`src/rtl/vdp_lite_pkg.sv`:
```
// Shared constants for the character fetch path: ROM geometry, fetch FSM
// encoding and the character ROM address helper.
package vdp_lite_pkg;

    localparam int CHAR_ADDR_BITS = 10;
    localparam int PIXELS_PER_ROW = 8;
    localparam int BPP            = 4;
    localparam int ROW_BITS       = PIXELS_PER_ROW * BPP;
    localparam int CHAR_IDX_BITS  = CHAR_ADDR_BITS - 4;

    localparam logic [1:0] ENC_IDLE  = 2'd0;
    localparam logic [1:0] ENC_ADDR1 = 2'd1;
    localparam logic [1:0] ENC_CAP0  = 2'd2;
    localparam logic [1:0] ENC_CAP1  = 2'd3;

    typedef enum logic [1:0] {
        ST_IDLE  = ENC_IDLE,
        ST_ADDR1 = ENC_ADDR1,
        ST_CAP0  = ENC_CAP0,
        ST_CAP1  = ENC_CAP1
    } fetch_state_t;

    // {char, row, half}: half 0 holds pixels 0-3, half 1 holds pixels 4-7
    function automatic logic [CHAR_ADDR_BITS-1:0] char_rom_addr(
        input logic [CHAR_IDX_BITS-1:0] chr,
        input logic [2:0]               row,
        input logic                     half
    );
        return {chr, row, half};
    endfunction

endpackage

```
`src/rtl/char_row_shifter.sv`:
```
// Staging row plus shifting row for the character fetcher. The staging row
// takes a freshly fetched row; the shift row streams it out one pixel per
// accepted handshake. Optional horizontal flip under CHAR_ROW_FETCHER_HFLIP_EN.
module char_row_shifter
    import vdp_lite_pkg::*;
#(
    parameter int PAL_BITS = 4
) (
    input  logic                    clk,
    input  logic                    reset,
    input  logic                    stage_write,
    input  logic [ROW_BITS-1:0]     stage_row,
    input  logic [PAL_BITS-1:0]     stage_palette,
`ifdef CHAR_ROW_FETCHER_HFLIP_EN
    input  logic                    stage_flip,
`endif
    output logic                    stage_full,
    output logic                    pix_valid,
    input  logic                    pix_ready,
    output logic [PAL_BITS+BPP-1:0] pix_data
);

    logic [ROW_BITS-1:0] stg_row;
    logic [ROW_BITS-1:0] sh_row;
    logic [PAL_BITS-1:0] stg_pal;
    logic [PAL_BITS-1:0] sh_pal;
    logic [2:0]          pix_count;
    logic [2:0]          pix_index;
    logic                row_full;
    logic                pix_fire;
    logic                row_done;
    logic                row_load;
`ifdef CHAR_ROW_FETCHER_HFLIP_EN
    logic                stg_flip;
    logic                sh_flip;
`endif

    assign pix_fire = row_full && pix_ready;
    assign row_done = pix_fire && (pix_count == 3'd7);
    // Reloading on the last pixel's handshake is what keeps back-to-back rows gapless
    assign row_load = stage_full && (!row_full || row_done);

    // Staging row: filled by the fetch FSM, freed when the shift row takes it
    always_ff @(posedge clk) begin
        if (reset) begin
            stage_full <= 1'b0;
            stg_row    <= '0;
            stg_pal    <= '0;
`ifdef CHAR_ROW_FETCHER_HFLIP_EN
            stg_flip   <= 1'b0;
`endif
        end else if (stage_write) begin
            stage_full <= 1'b1;
            stg_row    <= stage_row;
            stg_pal    <= stage_palette;
`ifdef CHAR_ROW_FETCHER_HFLIP_EN
            stg_flip   <= stage_flip;
`endif
        end else if (row_load) begin
            stage_full <= 1'b0;
        end
    end

    // Shift row: load from staging, then advance the pixel counter per handshake
    always_ff @(posedge clk) begin
        if (reset) begin
            row_full  <= 1'b0;
            sh_row    <= '0;
            sh_pal    <= '0;
            pix_count <= '0;
`ifdef CHAR_ROW_FETCHER_HFLIP_EN
            sh_flip   <= 1'b0;
`endif
        end else if (row_load) begin
            row_full  <= 1'b1;
            sh_row    <= stg_row;
            sh_pal    <= stg_pal;
            pix_count <= '0;
`ifdef CHAR_ROW_FETCHER_HFLIP_EN
            sh_flip   <= stg_flip;
`endif
        end else if (pix_fire) begin
            pix_count <= pix_count + 3'd1;
            if (pix_count == 3'd7) begin
                row_full <= 1'b0;
            end
        end
    end

`ifdef CHAR_ROW_FETCHER_HFLIP_EN
    // A flipped row walks the nibbles from the top of word1 downwards
    assign pix_index = sh_flip ? ~pix_count : pix_count;
`else
    assign pix_index = pix_count;
`endif

    assign pix_valid = row_full;
    assign pix_data  = row_full ? {sh_pal, sh_row[int'(pix_index) * BPP +: BPP]} : '0;

endmodule

```
`src/rtl/char_row_fetcher.sv`:
```
// Character row fetcher: accepts tile requests, issues two character ROM
// reads per row and hands the assembled row to char_row_shifter.
// Optional horizontal flip is built when CHAR_ROW_FETCHER_HFLIP_EN is defined.
//
//   state | meaning
//   IDLE  | waiting for a request; rom_address holds addr0 once accepted
//   ADDR1 | ROM sampling addr0; present addr1
//   CAP0  | word0 on rom_read_data; capture it
//   CAP1  | word1 on rom_read_data; write row into staging
module char_row_fetcher
    import vdp_lite_pkg::*;
#(
    parameter int CHAR_BITS = 6,
    parameter int PAL_BITS  = 4
) (
    input  logic                      clk,
    input  logic                      reset,
    input  logic                      req_valid,
    output logic                      req_ready,
    input  logic [CHAR_BITS-1:0]      req_char,
    input  logic [2:0]                req_row,
    input  logic [PAL_BITS-1:0]       req_palette,
    input  logic                      req_hflip,
    output logic [CHAR_ADDR_BITS-1:0] rom_address,
    input  logic [15:0]               rom_read_data,
    output logic                      pix_valid,
    input  logic                      pix_ready,
    output logic [PAL_BITS+3:0]       pix_data,
    output logic                      busy
);

    fetch_state_t         state;
    fetch_state_t         state_next;
    logic                 req_fire;
    logic                 stage_write;
    logic                 stage_full;
    logic [CHAR_BITS-1:0] lat_char;
    logic [2:0]           lat_row;
    logic [PAL_BITS-1:0]  lat_pal;
    logic [15:0]          word0;
`ifdef CHAR_ROW_FETCHER_HFLIP_EN
    logic                 lat_flip;
`else
    logic                 unused_hflip;
    assign unused_hflip = req_hflip;
`endif

    // Ready depends only on registered state, never on pix_ready or req_valid
    assign req_ready = (state == ST_IDLE) && !stage_full;
    assign req_fire  = req_valid && req_ready;
    assign busy      = (state != ST_IDLE) || stage_full || pix_valid;

    // State register
    always_ff @(posedge clk) begin
        if (reset) begin
            state <= ST_IDLE;
        end else begin
            state <= state_next;
        end
    end

    // Next state and the staging write strobe
    always_comb begin
        state_next  = state;
        stage_write = 1'b0;
        case (state)
            ST_IDLE:  if (req_fire) state_next = ST_ADDR1;
            ST_ADDR1: state_next = ST_CAP0;
            ST_CAP0:  state_next = ST_CAP1;
            ST_CAP1: begin
                stage_write = 1'b1;
                state_next  = ST_IDLE;
            end
            default:  state_next = ST_IDLE;
        endcase
    end

    // Request latch, ROM address register and first-word capture
    always_ff @(posedge clk) begin
        if (reset) begin
            rom_address <= '0;
            lat_char    <= '0;
            lat_row     <= '0;
            lat_pal     <= '0;
            word0       <= '0;
`ifdef CHAR_ROW_FETCHER_HFLIP_EN
            lat_flip    <= 1'b0;
`endif
        end else begin
            case (state)
                ST_IDLE: begin
                    if (req_fire) begin
                        lat_char    <= req_char;
                        lat_row     <= req_row;
                        lat_pal     <= req_palette;
                        rom_address <= char_rom_addr(req_char, req_row, 1'b0);
`ifdef CHAR_ROW_FETCHER_HFLIP_EN
                        lat_flip    <= req_hflip;
`endif
                    end
                end
                ST_ADDR1: rom_address <= char_rom_addr(lat_char, lat_row, 1'b1);
                ST_CAP0:  word0 <= rom_read_data;
                default: begin
                end
            endcase
        end
    end

    char_row_shifter #(
        .PAL_BITS(PAL_BITS)
    ) u_shifter (
        .clk           (clk),
        .reset         (reset),
        .stage_write   (stage_write),
        .stage_row     ({rom_read_data, word0}),
        .stage_palette (lat_pal),
`ifdef CHAR_ROW_FETCHER_HFLIP_EN
        .stage_flip    (lat_flip),
`endif
        .stage_full    (stage_full),
        .pix_valid     (pix_valid),
        .pix_ready     (pix_ready),
        .pix_data      (pix_data)
    );

endmodule

```
`config.mk`:
```
export PLATFORM = sky130hd
export DESIGN_NAME = char_row_fetcher
export DESIGN_NICKNAME = d
export VERILOG_FILES = /design/src/rtl/vdp_lite_pkg.sv /design/src/rtl/char_row_shifter.sv /design/src/rtl/char_row_fetcher.sv
export SDC_FILE = /design/constraint.sdc
export NUM_CORES = 1
export LEC_CHECK = 0
export BUFFER_PORTS_ARGS = -buffer_cell sky130_fd_sc_hd__buf_2
export CORE_UTILIZATION = 58
export DETAILED_ROUTE_END_ITERATION = 8
export PLACE_DENSITY = 0.79
export RECOVER_POWER = 25
export SYNTH_ARGS = -nofsm -noshare
export SYNTH_HDL_FRONTEND = slang
export SYNTH_SLANG_ARGS = --single-unit
```
`constraint.sdc`:
```
create_clock -name clk -period 2.3 [get_ports clk]
set_clock_uncertainty 0.15 [all_clocks]
set_input_delay 0.46 -clock clk [delete_from_list [all_inputs] [get_ports clk]]
set_output_delay 0.46 -clock clk [all_outputs]
set_load 0.02 [all_outputs]
```
==> impl_metrics.py <==
metrics = {
    "power_and_ir_drop": {
        "pwr-share-comb_pct": 21.7,
        "switchingPower_mw": 1.84,
        "pwr-share-seq_pct": 37.1,
        "power.share.clock_pct": 41.2,
        "p_int_mw": 4.58,
        "powerDensity_nw_per_um2": 1100,
        "power_leakage_nw": 2.17,
        "p_sw_share_pct": 28.6,
        "vdd_drop_max_v": 0.000603,
    },
    "synth": {
        "yosysSeqAreaShare_pct": 49.5,
        "synth.largest_area_cell": "dfxtp_1",
        "synthDistinctLibCells": 31,
        "synth_area_um2": 4770,
        "yosysWarnings": 0,
        "ys_ff_latch": 118,
        "syn-instance-count": 509,
        "avgSynthCellArea_um2": 9.37,
        "synth_area_leaders": "dfxtp_1, mux2i_1, a21oi_1",
        "netlist.area_leader.share_pct": 49.5,
        "syn-num-nets": 550,
    },
    "cts": {
        "numCtsBuffers": 17,
        "clock_path_buffers": 2,
        "ctsRootBufferMaster": "clkbuf_8",
        "clk_pin_slew_ns": 0.06,
        "hold_buffers": 0,
        "insertion_delay_ns": 0.52,
        "htreeDepth": 4,
        "clock-sinks": 118,
        "cts_tree": "yes",
    },
    "floorplan": {
        "core.rowCount": 32,
        "dieArea_um2": 8590,
        "die_w_um": 92.7,
        "core-area_um2": 7850,
        "io_pins": 55,
        "die_h_um": 92.7,
        "initial_utilization_pct": 60.8,
    },
    "place": {
        "place.gp.congestion": 0.807,
        "post-place-cells": 639,
        "io_buffers": 53,
        "hpwlAfterDp_um": 6610,
        "place_ws_ns": 0.344,
    },
    "finish": {
        "nets": 601,
        "final_common_cell": "dfxtp_1",
        "drive_gt1_share_pct": 24.8,
        "antenna_cells": 0,
        "area_delta_synth_final_pct": 22.4,
        "final_cell_mix": "dfxtp_1, mux2i_1, nor2_1, a21oi_1, buf_2",
        "stdcell_count": 675,
        "postLayoutCoreUtil_pct": 74.4,
    },
    "worst_hold_path": {
        "holdPathEnd": "lat_pal[1]",
        "hold_start": "req_palette[1]",
        "hold_depth": 3,
        "hold_class": "in2reg",
    },
    "drt": {
        "finalWirelength_um": 10800,
        "post_drt_via_cell_ratio": 5.75,
        "final_antenna_net_count": 0,
        "vias": 3880,
        "wl_met3_um": 545,
        "drtIter0Drc": 234,
        "drcViolationCount": 0,
        "wl_met2_um": 5270,
        "top_layer_used": "met4",
        "routedWlPerCell_um": 16.0,
        "wl_met1_um": 4820,
        "drt-pass1-iter-count": 5,
    },
    "worst_setup_path": {
        "critPathTopFamily": "multiplexers",
        "slowest_delay_ns": 0.51,
        "path_buf_inv": 3,
        "path_cells": "buf_6, mux4_2, inv_2, a21oi_2, buf_4",
        "reg2reg_depth": 6,
        "r2r_setup_slack_ns": 0.09,
        "start_kind": "register",
        "cp.arrival_ns": 1.80,
        "endpoint_kind": "output port",
        "required_ns": 1.69,
        "r2r-end": "word0[13]",
        "path_max_fanout": 5,
        "critPathSlowestCell": "mux4_2",
        "crit_type": "reg2out",
        "regToRegStartpoint": "state[0]",
    },
    "sta": {
        "hold_ws_ns": 0.0329,
        "hold_viol_final": 0,
        "worst_slack_ns": -0.110,
        "worstMarginPinSlew_ns": 1.00,
        "rsz0062_at_grt": "true",
        "fmax_ghz": 0.415,
        "fin_crit_sh_pct": 105,
        "setup_viol_count_final": 4,
        "setup_tns_ns": -0.334,
        "period_needed_ns": 2.41,
        "relSlewSlack_pct": 33.3,
        "finalMaxSlewViolations": 0,
    },
    "run_status": {
        "violations": "setup timing",
        "status": "finished with violations",
    },
    "global_routing": {
        "antenna_found_initial": 0,
        "grt_max_degree": 47,
        "grtUsageTotal_pct": 27.0,
        "globalRouteOverflowTotal": 0,
        "grt_pass1_vias": 3779,
        "grt_first_pass_wirelength_um": 18000,
    },
    "flow_run": {
        "max_cap_viol_count": 0,
    },
}
[repair_timing]
action	CTS	global route
hold endpoints to repair	0	0
pin swaps	3	3
resized for setup	19	14
setup endpoints to repair	6	5
buffers inserted	1	3
[worst min-delay path, cell delays in order]
cell	delay, ns
buf_2	0.10
nand2_1	0.05
a21oi_1	0.05
[cell families after synthesis]
kind of cell	Yosys count	share of synthesized area, %
simple gates	144	13.3
flops	118	49.5
compound gates	112	13.7
mux	75	17.0
buf+inv	52	4.49
fa+ha+maj	7	1.84
xor+xnor	1	0.184
[state kept, by name, indices dropped and copies added, names as in the netlist, 4 cells and up]
| signal | count |
|---|---|
| lat_char | 6 |
| u_shifter.sh_pal | 4 |
| u_shifter.stg_pal | 4 |
| u_shifter.stg_row | 32 |
| lat_pal | 4 |
| word0 | 16 |
| rom_address | 10 |
| u_shifter.sh_row | 32 |
[per-stage QoR]
stage	power [mW]	instance area (um2)
after floorplan	3.35	4770
after global placement	3.63	5140
after detailed placement	3.69	5140
after CTS	6.36	5810
after global routing	6.65	5840
final	6.42	5840
[how the worst max path moves through the flow]
stage                                start     endpoint  slack [ns]  cells past startpoint
global placement    u_shifter.pix_count[0]  pix_data[2]        0.35                      5
finish              u_shifter.pix_count[0]  pix_data[3]       -0.11                      5
floorplan           u_shifter.pix_count[0]  pix_data[3]        0.31                      4
global route        u_shifter.pix_count[0]  pix_data[3]       -0.18                      5
CTS                 u_shifter.pix_count[0]  pix_data[3]       -0.13                      5
detailed placement  u_shifter.pix_count[0]  pix_data[3]        0.34                      5
[synth_stat cells, drive strengths merged]
cell type / instances
a21bo: 1
a21oi: 58
mux4: 4
o22ai: 1
and2: 4
o21ai: 38
mux2i: 63
or3: 1
inv: 8
buf: 15
nor2: 55
nand2: 28
or2: 2
and3b: 1
xor2: 1
dfxtp: 118
clkbuf: 29
nor3: 12
nand3: 38
nand3b: 1
nor2b: 1
o221ai: 4
a21boi: 1
mux2: 8
a211oi: 9
nand2b: 1
ha: 7
[power by group through the flow]
stage | clock network [mW] | logic [mW] | registers, mW
after floorplan | 0 | 0.878 | 2.47
after global placement | 0 | 1.24 | 2.40
after detailed placement | 0 | 1.28 | 2.41
after CTS | 2.67 | 1.32 | 2.37
after global routing | 2.76 | 1.50 | 2.40
final | 2.64 | 1.39 | 2.38
[routing by layer]
metal	up-vias	GRT usage, %
li1	1886	-
met4	0	10.5
met5	-	0
met1	1868	33.0
met3	19	8.54
met2	107	44.1
[area by class of cell]
| class | count | area [um2] |
|---|---|---|
| Clock buffer | 24 | 480 |
| Clock inverter | 8 | 120 |
| Fill cell | 558 | 2010 |
| Inverter | 8 | 32.5 |
| Multi-Input combinational cell | 339 | 2240 |
| Sequential cell | 118 | 2360 |
| Tap cell | 102 | 128 |
| Timing Repair Buffer | 76 | 470 |
Power figures use the tool's default switching activity.
